**src/rtl/coax_pkg.sv**
```systemverilog
// Shared definitions for the coax transmit sequencer: state encoding,
// default word width and the two-requester round-robin pick.
package coax_pkg;

    localparam int COAX_WORD_WIDTH = 10;

    typedef enum logic [2:0] {
        ST_IDLE,
        ST_PULSE_HIGH,
        ST_PULSE_LOW,
        ST_SETTLE,
        ST_WAIT_WORD,
        ST_WAIT_DONE,
        ST_GAP
    } coax_state_t;

    // A lone request always wins; a tie goes to the side named by prio_req1.
    function automatic logic [1:0] rr_pick(input logic [1:0] req, input logic prio_req1);
        if (req == 2'b11) begin
            return prio_req1 ? 2'b10 : 2'b01;
        end
        return req;
    endfunction

endpackage

```
**src/rtl/coax_rr_arbiter.sv**
```systemverilog
// Two-way round-robin selector; the pointer favours the side not granted last
// and only moves when a frame is actually started.
module coax_rr_arbiter
    import coax_pkg::*;
(
    input  logic       clk,
    input  logic       reset,
    input  logic [1:0] i_req,
    input  logic       i_update,
    output logic [1:0] o_gnt
);

    logic       r_prio_req1;
    logic [1:0] w_gnt;

    assign w_gnt = rr_pick(i_req, r_prio_req1);
    assign o_gnt = w_gnt;

    // NOTE: sequential state uses non-blocking assignments so every flop samples pre-edge values.
    always_ff @(posedge clk or posedge reset) begin
        if (reset) begin
            r_prio_req1 <= 1'b0;
        end else if (i_update) begin
            r_prio_req1 <= w_gnt[0];
        end
    end

endmodule

```
**src/rtl/coax_tx_sequencer.sv**
```systemverilog
// Feeds words from two requesters into a coax transmitter holding register,
// one frame owner at a time, with a load pulse, settle time and inter-frame gap.
module coax_tx_sequencer
    import coax_pkg::*;
#(
    parameter int GAP_CLOCKS = 16,
    parameter int WORD_WIDTH = COAX_WORD_WIDTH
) (
    input  logic                  clk,
    input  logic                  reset,
    input  logic                  req0_valid,
    input  logic [WORD_WIDTH-1:0] req0_data,
    input  logic                  req0_last,
    output logic                  req0_ready,
    input  logic                  req1_valid,
    input  logic [WORD_WIDTH-1:0] req1_data,
    input  logic                  req1_last,
    output logic                  req1_ready,
    output logic [WORD_WIDTH-1:0] tx_data,
    output logic                  tx_load,
    input  logic                  tx_full,
    input  logic                  tx_active,
    output logic [1:0]            grant,
    output logic                  busy,
    output logic                  underrun
);

    localparam int GAP_W = (GAP_CLOCKS > 0) ? $clog2(GAP_CLOCKS + 1) : 1;

    coax_state_t           r_state;
    logic [WORD_WIDTH-1:0] r_tx_data;
    logic                  r_tx_load;
    logic [1:0]            r_grant;
    logic                  r_underrun;
    logic                  r_last;
    logic                  r_seen_active;
    logic [GAP_W-1:0]      r_gap;

    logic [1:0]            w_req_valid;
    logic [1:0]            w_arb_gnt;
    logic                  w_idle_accept;
    logic                  w_word_accept;
    logic [1:0]            w_ready;
    logic [WORD_WIDTH-1:0] w_sel_data;
    logic                  w_sel_last;
    logic                  w_line_dropped;

    assign w_req_valid = {req1_valid, req0_valid};

    coax_rr_arbiter u_arb (
        .clk      (clk),
        .reset    (reset),
        .i_req    (w_req_valid),
        .i_update (w_idle_accept),
        .o_gnt    (w_arb_gnt)
    );

    // NOTE: ready is a same-cycle handshake, so it is decoded from state and gated by reset to stay low while reset is held.
    assign w_idle_accept = !reset && (r_state == ST_IDLE) && (|w_req_valid);
    assign w_word_accept = !reset && (r_state == ST_WAIT_WORD) && !tx_full
                           && (|(r_grant & w_req_valid));

    always_comb begin
        w_ready = 2'b00;
        if (w_idle_accept) begin
            w_ready = w_arb_gnt;
        end else if (w_word_accept) begin
            w_ready = r_grant;
        end
    end

    assign req0_ready = w_ready[0];
    assign req1_ready = w_ready[1];
    assign w_sel_data = w_ready[1] ? req1_data : req0_data;
    assign w_sel_last = w_ready[1] ? req1_last : req0_last;

    // A line frame has ended once activity was observed and has since gone away.
    assign w_line_dropped = r_seen_active && !tx_active;

    always_ff @(posedge clk or posedge reset) begin
        if (reset) begin
            r_state       <= ST_IDLE;
            r_tx_data     <= '0;
            r_tx_load     <= 1'b0;
            r_grant       <= 2'b00;
            r_underrun    <= 1'b0;
            r_last        <= 1'b0;
            r_seen_active <= 1'b0;
            r_gap         <= '0;
        end else begin
            r_tx_load  <= 1'b0;
            r_underrun <= 1'b0;
            if (tx_active && (r_state != ST_IDLE) && (r_state != ST_GAP)) begin
                r_seen_active <= 1'b1;
            end

            case (r_state)
                ST_IDLE: begin
                    if (w_idle_accept) begin
                        r_grant   <= w_arb_gnt;
                        r_tx_data <= w_sel_data;
                        r_last    <= w_sel_last;
                        r_tx_load <= 1'b1;
                        r_state   <= ST_PULSE_HIGH;
                    end
                end
                ST_PULSE_HIGH: r_state <= ST_PULSE_LOW;
                ST_PULSE_LOW:  r_state <= ST_SETTLE;
                ST_SETTLE:     r_state <= r_last ? ST_WAIT_DONE : ST_WAIT_WORD;
                ST_WAIT_WORD: begin
                    // The line frame closed early; later words open a fresh one.
                    if (w_line_dropped) begin
                        r_underrun    <= 1'b1;
                        r_seen_active <= 1'b0;
                    end
                    if (w_word_accept) begin
                        r_tx_data <= w_sel_data;
                        r_last    <= w_sel_last;
                        r_tx_load <= 1'b1;
                        r_state   <= ST_PULSE_HIGH;
                    end
                end
                ST_WAIT_DONE: begin
                    if (w_line_dropped) begin
                        r_grant       <= 2'b00;
                        r_seen_active <= 1'b0;
                        r_gap         <= GAP_W'(GAP_CLOCKS);
                        r_state       <= ST_GAP;
                    end
                end
                ST_GAP: begin
                    if (r_gap <= GAP_W'(1)) begin
                        r_gap   <= '0;
                        r_state <= ST_IDLE;
                    end else begin
                        r_gap <= r_gap - 1'b1;
                    end
                end
                default: r_state <= ST_IDLE;
            endcase
        end
    end

    assign tx_data  = r_tx_data;
    assign tx_load  = r_tx_load;
    assign grant    = r_grant;
    assign underrun = r_underrun;
    assign busy     = (r_state != ST_IDLE);

endmodule

```
**config.mk**
```make
export PLATFORM = sky130hd
export DESIGN_NAME = coax_tx_sequencer
export DESIGN_NICKNAME = d
export VERILOG_FILES = /design/src/rtl/coax_pkg.sv /design/src/rtl/coax_rr_arbiter.sv /design/src/rtl/coax_tx_sequencer.sv
export SDC_FILE = /design/constraint.sdc
export NUM_CORES = 1
export LEC_CHECK = 0
export CORE_UTILIZATION = 50
export DETAILED_ROUTE_END_ITERATION = 8
export GPL_ROUTABILITY_DRIVEN = 0
export PLACE_DENSITY = 0.95
export RECOVER_POWER = 100
export SLEW_MARGIN = 20
export SYNTH_ARGS = -nofsm -noshare
export SYNTH_HDL_FRONTEND = slang
export SYNTH_SLANG_ARGS = --single-unit
export TNS_END_PERCENT = 5
```
**constraint.sdc**
```tcl
create_clock -name clk -period 4.5 [get_ports clk]
set_input_delay 0.9 -clock clk [delete_from_list [all_inputs] [get_ports clk]]
set_output_delay 0.9 -clock clk [all_outputs]
set_load 0.005 [all_outputs]
```
==> flow_results.xml, run 1 <==
<?xml version="1.0" encoding="UTF-8"?>
<metrics>
  <group name="detailed_routing">
    <metric name="drtIter0Drc" unit="">46</metric>
    <metric name="avgRoutedWirePerCell" unit="µm">17.7</metric>
    <metric name="drt_drc_violations_left" unit="">0</metric>
    <metric name="vias" unit="">1369</metric>
    <metric name="drt_pre_antenna_iters" unit="">4</metric>
    <metric name="vias_per_cell" unit="">6.43</metric>
    <metric name="wirelength" unit="µm">3780</metric>
    <metric name="antenna_nets_post_route" unit="">0</metric>
  </group>
  <group name="synth">
    <metric name="synth_area_per_cell" unit="µm²">10.2</metric>
    <metric name="synth_fp_nets" unit="">174</metric>
    <metric name="synth-async-reset-ratio" unit="">1.00</metric>
    <metric name="synth-main-ff-cell" unit="">dfrtp_1</metric>
    <metric name="yosysUniqueCellTypes" unit="">39</metric>
    <metric name="number_of_synthesized_flops_with_an_enable_pin" unit="">0</metric>
    <metric name="syn-instance-count" unit="">144</metric>
    <metric name="yosys_register_bits" unit="">25</metric>
    <metric name="yosysSeqAreaShare" unit="">0.427</metric>
    <metric name="yosysWarnings" unit="">0</metric>
    <metric name="netlist_area" unit="mm²">0.00147</metric>
  </group>
  <group name="setup_path">
    <metric name="path_class" unit="">input port to output pin</metric>
    <metric name="worstPathArrival" unit="ns">3.22</metric>
    <metric name="worstSetupStartpointType" unit="">input port</metric>
    <metric name="crit_path_max_fanout" unit="">13</metric>
    <metric name="ff2ff_setup_slack" unit="ns">2.07</metric>
    <metric name="required" unit="ns">3.60</metric>
    <metric name="worst_setup_path_end_kind" unit="">output pin</metric>
    <metric name="critical_path.max_stage_delay" unit="ns">0.71</metric>
    <metric name="cells_along_the_critical_path" unit="">dlygate4sd3_1 -&gt; a22oi_1 -&gt; or4_1 -&gt; o21ai_1 -&gt; clkdlybuf4s50_1</metric>
    <metric name="worst_path_max_delay_cell" unit="">dlygate4sd3_1</metric>
  </group>
  <group name="timing">
    <metric name="timing.max_slew.rel_slack" unit="">0.360</metric>
    <metric name="setup_total_negative_slack" unit="ns">0</metric>
    <metric name="finalCriticalPeriod" unit="ns">4.12</metric>
    <metric name="timing.fmax" unit="MHz">243</metric>
    <metric name="timing_hold_violations_final" unit="">0</metric>
    <metric name="finalCritPeriodShare" unit="">0.915</metric>
    <metric name="setup_repair_after_global_routing_missed_its_margin" unit="">false</metric>
    <metric name="timing.clock.skew" unit="ns">0.00422</metric>
    <metric name="setup_viol" unit="">0</metric>
    <metric name="worst-slew-pin-transition" unit="ns">0.959</metric>
    <metric name="slew_viol_final" unit="">0</metric>
  </group>
  <group name="floorplan">
    <metric name="design.die.area" unit="mm²">0.00315</metric>
    <metric name="core-area" unit="mm²">0.00276</metric>
    <metric name="initial_utilization" unit="">0.531</metric>
    <metric name="core.rowCount" unit="">19</metric>
    <metric name="count_of_pins_on_the_block_boundary" unit="">45</metric>
    <metric name="die_height" unit="µm">56.1</metric>
    <metric name="width_of_the_die" unit="µm">56.1</metric>
  </group>
  <group name="clocking">
    <metric name="cts_setup_buffers" unit="">0</metric>
    <metric name="tritoncts.num_buffers" unit="">3</metric>
    <metric name="htree_levels" unit="">1</metric>
    <metric name="path_clk_slew" unit="ns">0.14</metric>
    <metric name="cts-root-to-sink-buffers" unit="">2</metric>
    <metric name="ctsHoldBuffers" unit="">0</metric>
    <metric name="cts_tree" unit="">yes</metric>
    <metric name="clock-sinks" unit="">25</metric>
    <metric name="cts-resized-gates" unit="">0</metric>
    <metric name="clock_latency" unit="ns">0.31</metric>
    <metric name="ctsRootBufferMaster" unit="">clkbuf_4</metric>
  </group>
  <group name="layout">
    <metric name="final_cell_area" unit="mm²">0.00186</metric>
    <metric name="final.fill_count" unit="">228</metric>
    <metric name="layout-drive-gt1-share" unit="">0.0495</metric>
    <metric name="antenna_cells_inserted" unit="">0</metric>
    <metric name="finish.net_count" unit="">213</metric>
    <metric name="syn2layout_area_growth" unit="%">27.1</metric>
  </group>
  <group name="placed_design">
    <metric name="place.port_buffers" unit="">44</metric>
    <metric name="place_area" unit="mm²">0.00189</metric>
    <metric name="place_hpwl" unit="µm">2790</metric>
  </group>
  <group name="grt">
    <metric name="met2_usage" unit="">0.439</metric>
    <metric name="globalRoute.busiestLayer" unit="">met2</metric>
    <metric name="use_met1" unit="">0.320</metric>
    <metric name="global_route.overflow_total" unit="">0</metric>
    <metric name="grt_first_pass_wirelength" unit="µm">6220</metric>
    <metric name="groute.layer.met3.usage" unit="">0.0395</metric>
    <metric name="grt.total_usage" unit="">0.246</metric>
    <metric name="grt_start_max_net_pins" unit="">26</metric>
    <metric name="antenna_found_initial" unit="">0</metric>
    <metric name="first_global_vias" unit="">1345</metric>
  </group>
  <group name="run">
    <metric name="number_of_maximum_capacitance_violations" unit="">0</metric>
  </group>
  <group name="power">
    <metric name="total_power" unit="mW">1.01</metric>
    <metric name="static-leakage-power" unit="nW">0.764</metric>
    <metric name="peakVddDrop" unit="µV">355</metric>
    <metric name="power_density" unit="mW/mm²">540</metric>
  </group>
  <group name="outcome">
    <metric name="outcome" unit="">completed</metric>
  </group>
  <group name="hold_path">
    <metric name="hold_class" unit="">flip-flop to flip-flop</metric>
  </group>
</metrics>
flip-flops by register name, indices dropped and copies added (netlist names):
| signal | cells |
|---|---|
| u_arb.r_prio_req1 | 1 |
| tx_load | 1 |
| r_gap | 5 |
| tx_data | 10 |
| r_state | 3 |
| r_seen_active | 1 |
| underrun | 1 |
| r_last | 1 |
| grant | 2 |
logic make-up after synthesis:
family | count (synthesis) | share of synthesized area
adder cells (fa/ha/maj) | 2 | 0.0171
AND/OR/NAND/NOR | 38 | 0.150
flip-flops | 25 | 0.427
AO/OA/AOI/OAI | 62 | 0.345
XOR/XNOR | 1 | 0.00598
buffers and inverters | 16 | 0.0547
critical path: cells and delay by family:
kind | cells | cell delay [ns]
AO/OA/AOI/OAI | 2 | 0.39
buffers and inverters | 2 | 1.23
AND/OR/NAND/NOR | 1 | 0.70
area by class of cell:
type / instances / area (µm²) / share of cell area
inverters: 5 / 18.8 / 0.0101
flip-flops and latches: 25 / 626 / 0.336
multi-input cells: 103 / 703 / 0.378
well taps: 31 / 38.8 / 0.0208
clock inverters: 1 / 5.00 / 0.00269
clock buffers: 3 / 22.5 / 0.0121
repair buffers: 45 / 448 / 0.241
routing by layer:
layer | share of wire | wire, µm
met1 | 0.42 | 1610
met2 | 0.51 | 1920
met3 | 0.064 | 241
met4 | 0.0034 | 13
met5 | 0 | 0
report_power, final:
| part | switching, mW | internal [mW] |
|---|---|---|
| Combinational | 0.199 | 0.268 |
| Clock | 0.0691 | 0.0332 |
| Sequential | 0.111 | 0.325 |
| Total | 0.379 | 0.626 |
synthesized netlist by cell type, drive strengths merged (3+ instances only):
cell type  count  share of area
a21oi          3          0.010
a22o           4          0.024
a2bb2oi       11           0.10
a32oi         11          0.066
buf            4          0.024
clkbuf         7          0.018
dfrtp         25           0.43
inv            5          0.013
nand2          9          0.025
nand3          4          0.014
nor2           7          0.018
o21ai         20          0.068
o21bai         3          0.015
worst paths after layout:
| path | start | cells after the start | to |
|---|---|---|---|
| worst max register to register | r_state[2]$_DFFE_PP0P_ | 4 | r_last$_DFFE_PP0P_ |
| worst min-delay path | u_arb.r_prio_req1$_DFFE_PP0N_ | 1 | u_arb.r_prio_req1$_DFFE_PP0N_ |
| min in group asynchronous | reset | 2 | r_seen_active$_DFF_PP0_ |
| worst max-delay path | req1_valid | 5 | req0_ready |
| worst min register to register | u_arb.r_prio_req1$_DFFE_PP0N_ | 1 | u_arb.r_prio_req1$_DFFE_PP0N_ |
| max in group asynchronous | reset | 2 | tx_data[3]$_DFFE_PP0P_ |
stage by stage:
step | hold slack, ns | utilization | worst slack [ns] | std cells
after global placement | 0.464 | 0.686 | 0.718 | 209
final | 0.513 | 0.675 | 0.381 | 213
after detailed placement | 0.483 | 0.686 | 0.629 | 209
after global routing | 0.528 | 0.675 | 0.309 | 213
after CTS | 0.502 | 0.696 | 0.624 | 213
after floorplan | 0.441 | - | 1.58 | 144
cells in the final DEF, fill, tap and decap left out, types with 3 or more instances in the layout:
cell             Yosys  layout
nand2_1              8       9
a21oi_1              3       3
dlygate4sd3_1        0      19
a22o_1               4       4
o21ai_0             15      15
clkdlybuf4s50_1      0      25
a32oi_1             11      11
clkbuf_4             0       3
o21bai_1             3       3
nor2_1               7       7
nand3_1              4       4
o21ai_1              5       5
a2bb2oi_1            2      10
dfrtp_1             25      25
inv_1                5       5
Note: power is estimated with default switching activity, not from simulation.
==> run 2: changes to the inputs <==
Settings changed: CAP_MARGIN set to 20, CORE_UTILIZATION 50 to 60, DONT_BUFFER_PORTS set to 1, PLACE_DENSITY 0.95 to 0.88, SYNTH_HIERARCHICAL set to 1.
==> flow_results.xml, run 2 <==
<?xml version="1.0" encoding="UTF-8"?>
<metrics>
  <group name="outcome">
    <metric name="outcome" unit="">completed</metric>
  </group>
  <group name="grt">
    <metric name="grt_first_pass_wirelength" unit="µm">4490</metric>
    <metric name="first_global_vias" unit="">1053</metric>
    <metric name="grt_start_max_net_pins" unit="">25</metric>
    <metric name="grt.total_usage" unit="">0.238</metric>
    <metric name="global_route.overflow_total" unit="">0</metric>
    <metric name="antenna_found_initial" unit="">0</metric>
  </group>
  <group name="detailed_routing">
    <metric name="avgRoutedWirePerCell" unit="µm">16.1</metric>
    <metric name="antenna_nets_post_route" unit="">0</metric>
    <metric name="wirelength" unit="µm">2700</metric>
    <metric name="drt_drc_violations_left" unit="">0</metric>
    <metric name="drt_pre_antenna_iters" unit="">4</metric>
    <metric name="drtIter0Drc" unit="">21</metric>
    <metric name="vias" unit="">1019</metric>
    <metric name="vias_per_cell" unit="">6.07</metric>
  </group>
  <group name="setup_path">
    <metric name="path_class" unit="">flip-flop to output pin</metric>
    <metric name="worstReg2RegStart" unit="">r_state[2]$_DFFE_PP0P_</metric>
    <metric name="cp-startpoint" unit="">r_state[2]$_DFFE_PP0P_</metric>
    <metric name="ff2ff_path_depth" unit="">5</metric>
    <metric name="required" unit="ns">3.60</metric>
    <metric name="worst_setup_path_end_kind" unit="">output pin</metric>
    <metric name="worstPathArrival" unit="ns">1.97</metric>
    <metric name="worstSetupStartpointType" unit="">flip-flop</metric>
    <metric name="crit_path_max_fanout" unit="">16</metric>
  </group>
  <group name="timing">
    <metric name="setup_viol" unit="">0</metric>
    <metric name="worst-slew-pin-transition" unit="ns">0.856</metric>
    <metric name="timing.clock.skew" unit="ns">0.00238</metric>
    <metric name="finalCriticalPeriod" unit="ns">2.87</metric>
    <metric name="finalCritPeriodShare" unit="">0.637</metric>
    <metric name="slew_viol_final" unit="">0</metric>
    <metric name="timing_hold_violations_final" unit="">0</metric>
    <metric name="timing.max_slew.rel_slack" unit="">0.429</metric>
    <metric name="setup_repair_after_global_routing_missed_its_margin" unit="">false</metric>
    <metric name="setup_total_negative_slack" unit="ns">0</metric>
    <metric name="timing.fmax" unit="MHz">349</metric>
    <metric name="setup_ws" unit="ns">1.63</metric>
  </group>
  <group name="hold_path">
    <metric name="hold_class" unit="">input port to async pin</metric>
  </group>
  <group name="power">
    <metric name="static-leakage-power" unit="nW">0.653</metric>
    <metric name="net_switching" unit="mW">0.345</metric>
    <metric name="power.share.sequential" unit="">0.519</metric>
    <metric name="power_density" unit="mW/mm²">602</metric>
    <metric name="clock_network_fraction_of_design_power" unit="">0.118</metric>
    <metric name="peakVddDrop" unit="µV">430</metric>
    <metric name="p_comb_frac" unit="">0.363</metric>
    <metric name="internal_power" unit="mW">0.517</metric>
    <metric name="total_power" unit="mW">0.862</metric>
    <metric name="p_sw_frac" unit="">0.400</metric>
  </group>
  <group name="floorplan">
    <metric name="core-area" unit="mm²">0.00225</metric>
    <metric name="core.rowCount" unit="">17</metric>
    <metric name="die_height" unit="µm">51.1</metric>
    <metric name="count_of_pins_on_the_block_boundary" unit="">45</metric>
    <metric name="initial_utilization" unit="">0.643</metric>
    <metric name="design.die.area" unit="mm²">0.00262</metric>
    <metric name="width_of_the_die" unit="µm">51.1</metric>
  </group>
  <group name="synth">
    <metric name="yosysUniqueCellTypes" unit="">33</metric>
    <metric name="yosysSeqAreaShare" unit="">0.432</metric>
    <metric name="synth-main-ff-cell" unit="">dfrtp_1</metric>
    <metric name="synth.largest_area_cell" unit="">dfrtp_1</metric>
    <metric name="synthTopCellsByArea" unit="">dfrtp_1, mux2_4, mux2_2, nor2_1, o21ai_0</metric>
    <metric name="syn-instance-count" unit="">141</metric>
    <metric name="synth_area_per_cell" unit="µm²">10.3</metric>
    <metric name="yosys_register_bits" unit="">25</metric>
    <metric name="synth_top_area_share" unit="">0.432</metric>
    <metric name="netlist_area" unit="mm²">0.00145</metric>
    <metric name="yosysWarnings" unit="">6</metric>
    <metric name="ys_top_cells_by_count" unit="">dfrtp_1, nor2_1, mux2_2</metric>
    <metric name="synthMostInstantiatedCell" unit="">dfrtp_1</metric>
    <metric name="synth-async-reset-ratio" unit="">1.00</metric>
    <metric name="number_of_synthesized_flops_with_an_enable_pin" unit="">0</metric>
    <metric name="synth_fp_nets" unit="">171</metric>
  </group>
  <group name="clocking">
    <metric name="htree_levels" unit="">1</metric>
    <metric name="cts_setup_buffers" unit="">0</metric>
    <metric name="ctsRootBufferMaster" unit="">clkbuf_4</metric>
    <metric name="clock_latency" unit="ns">0.32</metric>
    <metric name="cts_tree" unit="">yes</metric>
    <metric name="tritoncts.num_buffers" unit="">3</metric>
    <metric name="path_clk_slew" unit="ns">0.13</metric>
    <metric name="ctsHoldBuffers" unit="">0</metric>
    <metric name="cts-resized-gates" unit="">0</metric>
    <metric name="clock-sinks" unit="">25</metric>
    <metric name="cts-root-to-sink-buffers" unit="">2</metric>
  </group>
  <group name="placed_design">
    <metric name="dp_worst_setup_slack" unit="ns">1.55</metric>
    <metric name="place.port_buffers" unit="">0</metric>
    <metric name="dpl.cell_count" unit="">164</metric>
    <metric name="place_hpwl" unit="µm">2040</metric>
  </group>
  <group name="layout">
    <metric name="layout-drive-gt1-share" unit="">0.157</metric>
    <metric name="syn2layout_area_growth" unit="%">-1.12</metric>
    <metric name="fin_cells" unit="">168</metric>
    <metric name="antenna_cells_inserted" unit="">0</metric>
    <metric name="final_core_util" unit="">0.635</metric>
    <metric name="layout_commonest_cell" unit="">dfrtp_1</metric>
    <metric name="finish.net_count" unit="">171</metric>
    <metric name="flip_flop_count_of_the_largest_register_all_copies_and_words_added" unit="">10</metric>
    <metric name="layout_common_cells" unit="">dfrtp_1, nor2_1, mux2_2</metric>
  </group>
  <group name="run">
    <metric name="number_of_maximum_capacitance_violations" unit="">0</metric>
  </group>
</metrics>
==> run 2: changes by cell type in the layout (fill, tap and decap cells not counted), sizes merged, moves of 4 or more <==
cell,delta
clkdlybuf4s50,-25
mux2,+23
dlygate4sd3,-19
a32oi,-11
a2bb2oi,-10
nor2,+8
o21ai,-8
inv,+6
a21oi,+4
==> run 2: final timing paths <==
check / endpoint / slack, ns
max: req1_ready / 1.63
min: u_arb/r_prio_req1$_DFFE_PP0P_ / 0.27
max reg2reg: tx_data[3]$_DFFE_PP0P_ / 2.23
min reg2reg: r_last$_DFFE_PP0P_ / 0.54
max in group asynchronous: tx_data[7]$_DFFE_PP0P_ / 3.36
min in group clk: r_last$_DFFE_PP0P_ / 0.54
==> run 2: power by group through the flow <==
stage | combinational [mW] | clock, mW | sequential, mW
finish | 0.313 | 0.102 | 0.447
global route | 0.354 | 0.109 | 0.463
CTS | 0.332 | 0.104 | 0.447
detailed placement | 0.332 | 0 | 0.452
global placement | 0.309 | 0 | 0.440
floorplan | 0.313 | 0 | 0.398
==> run 2: metrics by stage <==
stage               hold slack [ns]  area, µm²
finish                        0.274       1430
global route                  0.264       1430
CTS                           0.272       1480
detailed placement            0.509       1450
global placement              0.500       1450
floorplan                     0.474       1450
==> run 2: cell type report <==
class,instances,area (µm²)
flip-flops and latches,25,626
inverters,11,41.3
clock buffers,3,22.5
fillers,188,822
well taps,28,35.0
multi-input cells,100,703
clock inverters,1,5.00
==> run 2: cells by family after synthesis <==
group / after synthesis / share of synthesized area
multiplexers: 23 / 0.205
AO/OA/AOI/OAI: 31 / 0.136
flip-flops: 25 / 0.432
buffers and inverters: 16 / 0.0527
adder cells (fa/ha/maj): 2 / 0.0173
AND/OR/NAND/NOR: 44 / 0.157
==> run 2: critical path, stage by stage, from the launching register on <==
cell     delay, ns
dfrtp_1       0.64
nor2_1        0.13
and3b_1       0.21
o21ai_2       0.53
inv_1         0.13
==> run 2: layer usage <==
metal | share of wire | GRT usage | routed length [µm]
met1 | 0.40 | 0.259 | 1090
met2 | 0.51 | 0.419 | 1380
met3 | 0.062 | 0.0536 | 166
met4 | 0.024 | 0.139 | 64
met5 | 0 | 0 | 0
==> run 3: changes to the inputs <==
Clock period 4.5 ns to 2.8 ns, I/O delays scaled along.
==> flow_results.xml, run 3 (synthesis results as in run 2) <==
<?xml version="1.0" encoding="UTF-8"?>
<metrics>
  <group name="grt">
    <metric name="grt.total_usage" unit="">0.218</metric>
    <metric name="global_route.overflow_total" unit="">0</metric>
    <metric name="grt_start_max_net_pins" unit="">25</metric>
    <metric name="grt_first_pass_wirelength" unit="µm">4180</metric>
    <metric name="antenna_found_initial" unit="">0</metric>
    <metric name="first_global_vias" unit="">1001</metric>
  </group>
  <group name="layout">
    <metric name="layout_commonest_cell" unit="">dfrtp_1</metric>
    <metric name="layout-drive-gt1-share" unit="">0.218</metric>
    <metric name="final_cell_area" unit="mm²">0.00148</metric>
    <metric name="area_occupied_by_multi_input_gates" unit="µm²">733</metric>
    <metric name="antenna_cells_inserted" unit="">0</metric>
    <metric name="flip_flop_count_of_the_largest_register_all_copies_and_words_added" unit="">10</metric>
    <metric name="finish.net_count" unit="">173</metric>
    <metric name="regArea" unit="µm²">626</metric>
    <metric name="layout_common_cells" unit="">dfrtp_1, nor2_1, mux2_2</metric>
    <metric name="final.fill_count" unit="">174</metric>
    <metric name="syn2layout_area_growth" unit="%">2.16</metric>
  </group>
  <group name="power">
    <metric name="static-leakage-power" unit="nW">0.700</metric>
    <metric name="power.share.sequential" unit="">0.510</metric>
    <metric name="clock_network_fraction_of_design_power" unit="">0.120</metric>
    <metric name="net_switching" unit="mW">0.555</metric>
    <metric name="power_density" unit="mW/mm²">946</metric>
    <metric name="peakVddDrop" unit="µV">576</metric>
    <metric name="internal_power" unit="mW">0.846</metric>
    <metric name="p_comb_frac" unit="">0.370</metric>
    <metric name="p_sw_frac" unit="">0.396</metric>
  </group>
  <group name="timing">
    <metric name="timing.max_slew.rel_slack" unit="">0.406</metric>
    <metric name="timing.fmax" unit="MHz">410</metric>
    <metric name="setup_repair_after_global_routing_missed_its_margin" unit="">false</metric>
    <metric name="setup_viol" unit="">0</metric>
    <metric name="finalCriticalPeriod" unit="ns">2.44</metric>
    <metric name="finalCritPeriodShare" unit="">0.870</metric>
    <metric name="timing_hold_violations_final" unit="">0</metric>
    <metric name="setup_total_negative_slack" unit="ns">0</metric>
    <metric name="slew_viol_final" unit="">0</metric>
    <metric name="timing.clock.skew" unit="ns">0.00253</metric>
    <metric name="worst-slew-pin-transition" unit="ns">0.890</metric>
  </group>
  <group name="hold_path">
    <metric name="hold_class" unit="">input port to async pin</metric>
  </group>
  <group name="placed_design">
    <metric name="place_area" unit="mm²">0.00146</metric>
    <metric name="place_hpwl" unit="µm">1960</metric>
    <metric name="place.port_buffers" unit="">0</metric>
  </group>
  <group name="floorplan">
    <metric name="width_of_the_die" unit="µm">51.1</metric>
    <metric name="initial_utilization" unit="">0.643</metric>
    <metric name="die_height" unit="µm">51.1</metric>
    <metric name="count_of_pins_on_the_block_boundary" unit="">45</metric>
    <metric name="core-area" unit="mm²">0.00225</metric>
    <metric name="design.die.area" unit="mm²">0.00262</metric>
    <metric name="core.rowCount" unit="">17</metric>
  </group>
  <group name="clocking">
    <metric name="ctsHoldBuffers" unit="">1</metric>
    <metric name="tritoncts.num_buffers" unit="">3</metric>
    <metric name="htree_levels" unit="">1</metric>
    <metric name="cts_setup_buffers" unit="">0</metric>
    <metric name="cts-root-to-sink-buffers" unit="">2</metric>
    <metric name="cts-resized-gates" unit="">0</metric>
    <metric name="ctsRootBufferMaster" unit="">clkbuf_4</metric>
    <metric name="clock-sinks" unit="">25</metric>
    <metric name="cts_tree" unit="">yes</metric>
    <metric name="clock_latency" unit="ns">0.32</metric>
    <metric name="path_clk_slew" unit="ns">0.14</metric>
  </group>
  <group name="run">
    <metric name="number_of_maximum_capacitance_violations" unit="">0</metric>
  </group>
  <group name="setup_path">
    <metric name="required" unit="ns">2.24</metric>
    <metric name="worst_setup_path_end_kind" unit="">output pin</metric>
    <metric name="worstPathArrival" unit="ns">1.88</metric>
    <metric name="crit_path_max_fanout" unit="">16</metric>
    <metric name="worstSetupStartpointType" unit="">flip-flop</metric>
    <metric name="path_class" unit="">flip-flop to output pin</metric>
  </group>
  <group name="detailed_routing">
    <metric name="wirelength" unit="µm">2590</metric>
    <metric name="drt_pre_antenna_iters" unit="">4</metric>
    <metric name="drtIter0Drc" unit="">22</metric>
    <metric name="vias" unit="">1022</metric>
    <metric name="drt_drc_violations_left" unit="">0</metric>
    <metric name="vias_per_cell" unit="">6.01</metric>
    <metric name="antenna_nets_post_route" unit="">0</metric>
    <metric name="avgRoutedWirePerCell" unit="µm">15.2</metric>
  </group>
  <group name="outcome">
    <metric name="outcome" unit="">completed</metric>
  </group>
</metrics>
run 3: final cells by class:
cell class                 count  share of cell area
clock buffer                   3              0.0152
clock inverter                 1             0.00507
inverter                      11              0.0279
multi-input combinational    100               0.495
sequential                    25               0.423
tap                           28              0.0237
timing repair buffer           2              0.0101
run 3: through the flow:
stage,setup WS [ns],hold slack [ns],util,instances,total power [mW]
6_report,0.363,0.293,0.656,170,1.40
5_1_grt,0.230,0.324,0.656,170,1.51
4_1_cts,0.491,0.324,0.664,170,1.42
3_5_place_dp,0.776,0.292,0.646,165,1.26
3_3_place_gp,0.838,0.290,0.646,165,1.21
2_1_floorplan,0.896,0.289,-,141,1.14
run 3: power groups by stage:
| stage | combinational [mW] | sequential, mW | clock [mW] |
|---|---|---|---|
| after floorplan | 0.504 | 0.639 | 0 |
| after global placement | 0.498 | 0.709 | 0 |
| after detailed placement | 0.532 | 0.723 | 0 |
| after CTS | 0.535 | 0.714 | 0.172 |
| after global routing | 0.583 | 0.739 | 0.183 |
| final | 0.519 | 0.714 | 0.168 |
run 3: worst paths after layout:
path / slack [ns] / from / endpoint / depth (start not counted)
min reg2reg: 0.54 / r_seen_active$_DFF_PP0_ / r_seen_active$_DFF_PP0_ / 2
max reg2reg: 0.62 / r_state[2]$_DFFE_PP0P_ / tx_data[3]$_DFFE_PP0P_ / 6
max: 0.36 / r_state[2]$_DFFE_PP0P_ / req1_ready / 5
min: 0.29 / reset / grant[1]$_DFFE_PP0P_ / 1
min in group clk: 0.33 / tx_active / r_seen_active$_DFF_PP0_ / 2
max in group asynchronous: 1.97 / reset / underrun$_DFF_PP0_ / 1
run 3: critical path: stages (launching register included):
cell and delay [ns]:
dfrtp_1 0.63, nor2_1 0.12, and3b_1 0.21, o21ai_2 0.13, clkbuf_2 0.35, inv_1 0.10
run 3: per-layer routing:
| metal | GRT usage | vias to the layer above | wire length [µm] | share of wire |
|---|---|---|---|---|
| li1 | - | 489 | - | - |
| met1 | 0.268 | 491 | 1070 | 0.41 |
| met2 | 0.362 | 38 | 1340 | 0.52 |
| met3 | 0.0476 | 4 | 147 | 0.057 |
| met4 | 0.106 | 0 | 29 | 0.011 |
| met5 | 0 | - | 0 | 0 |
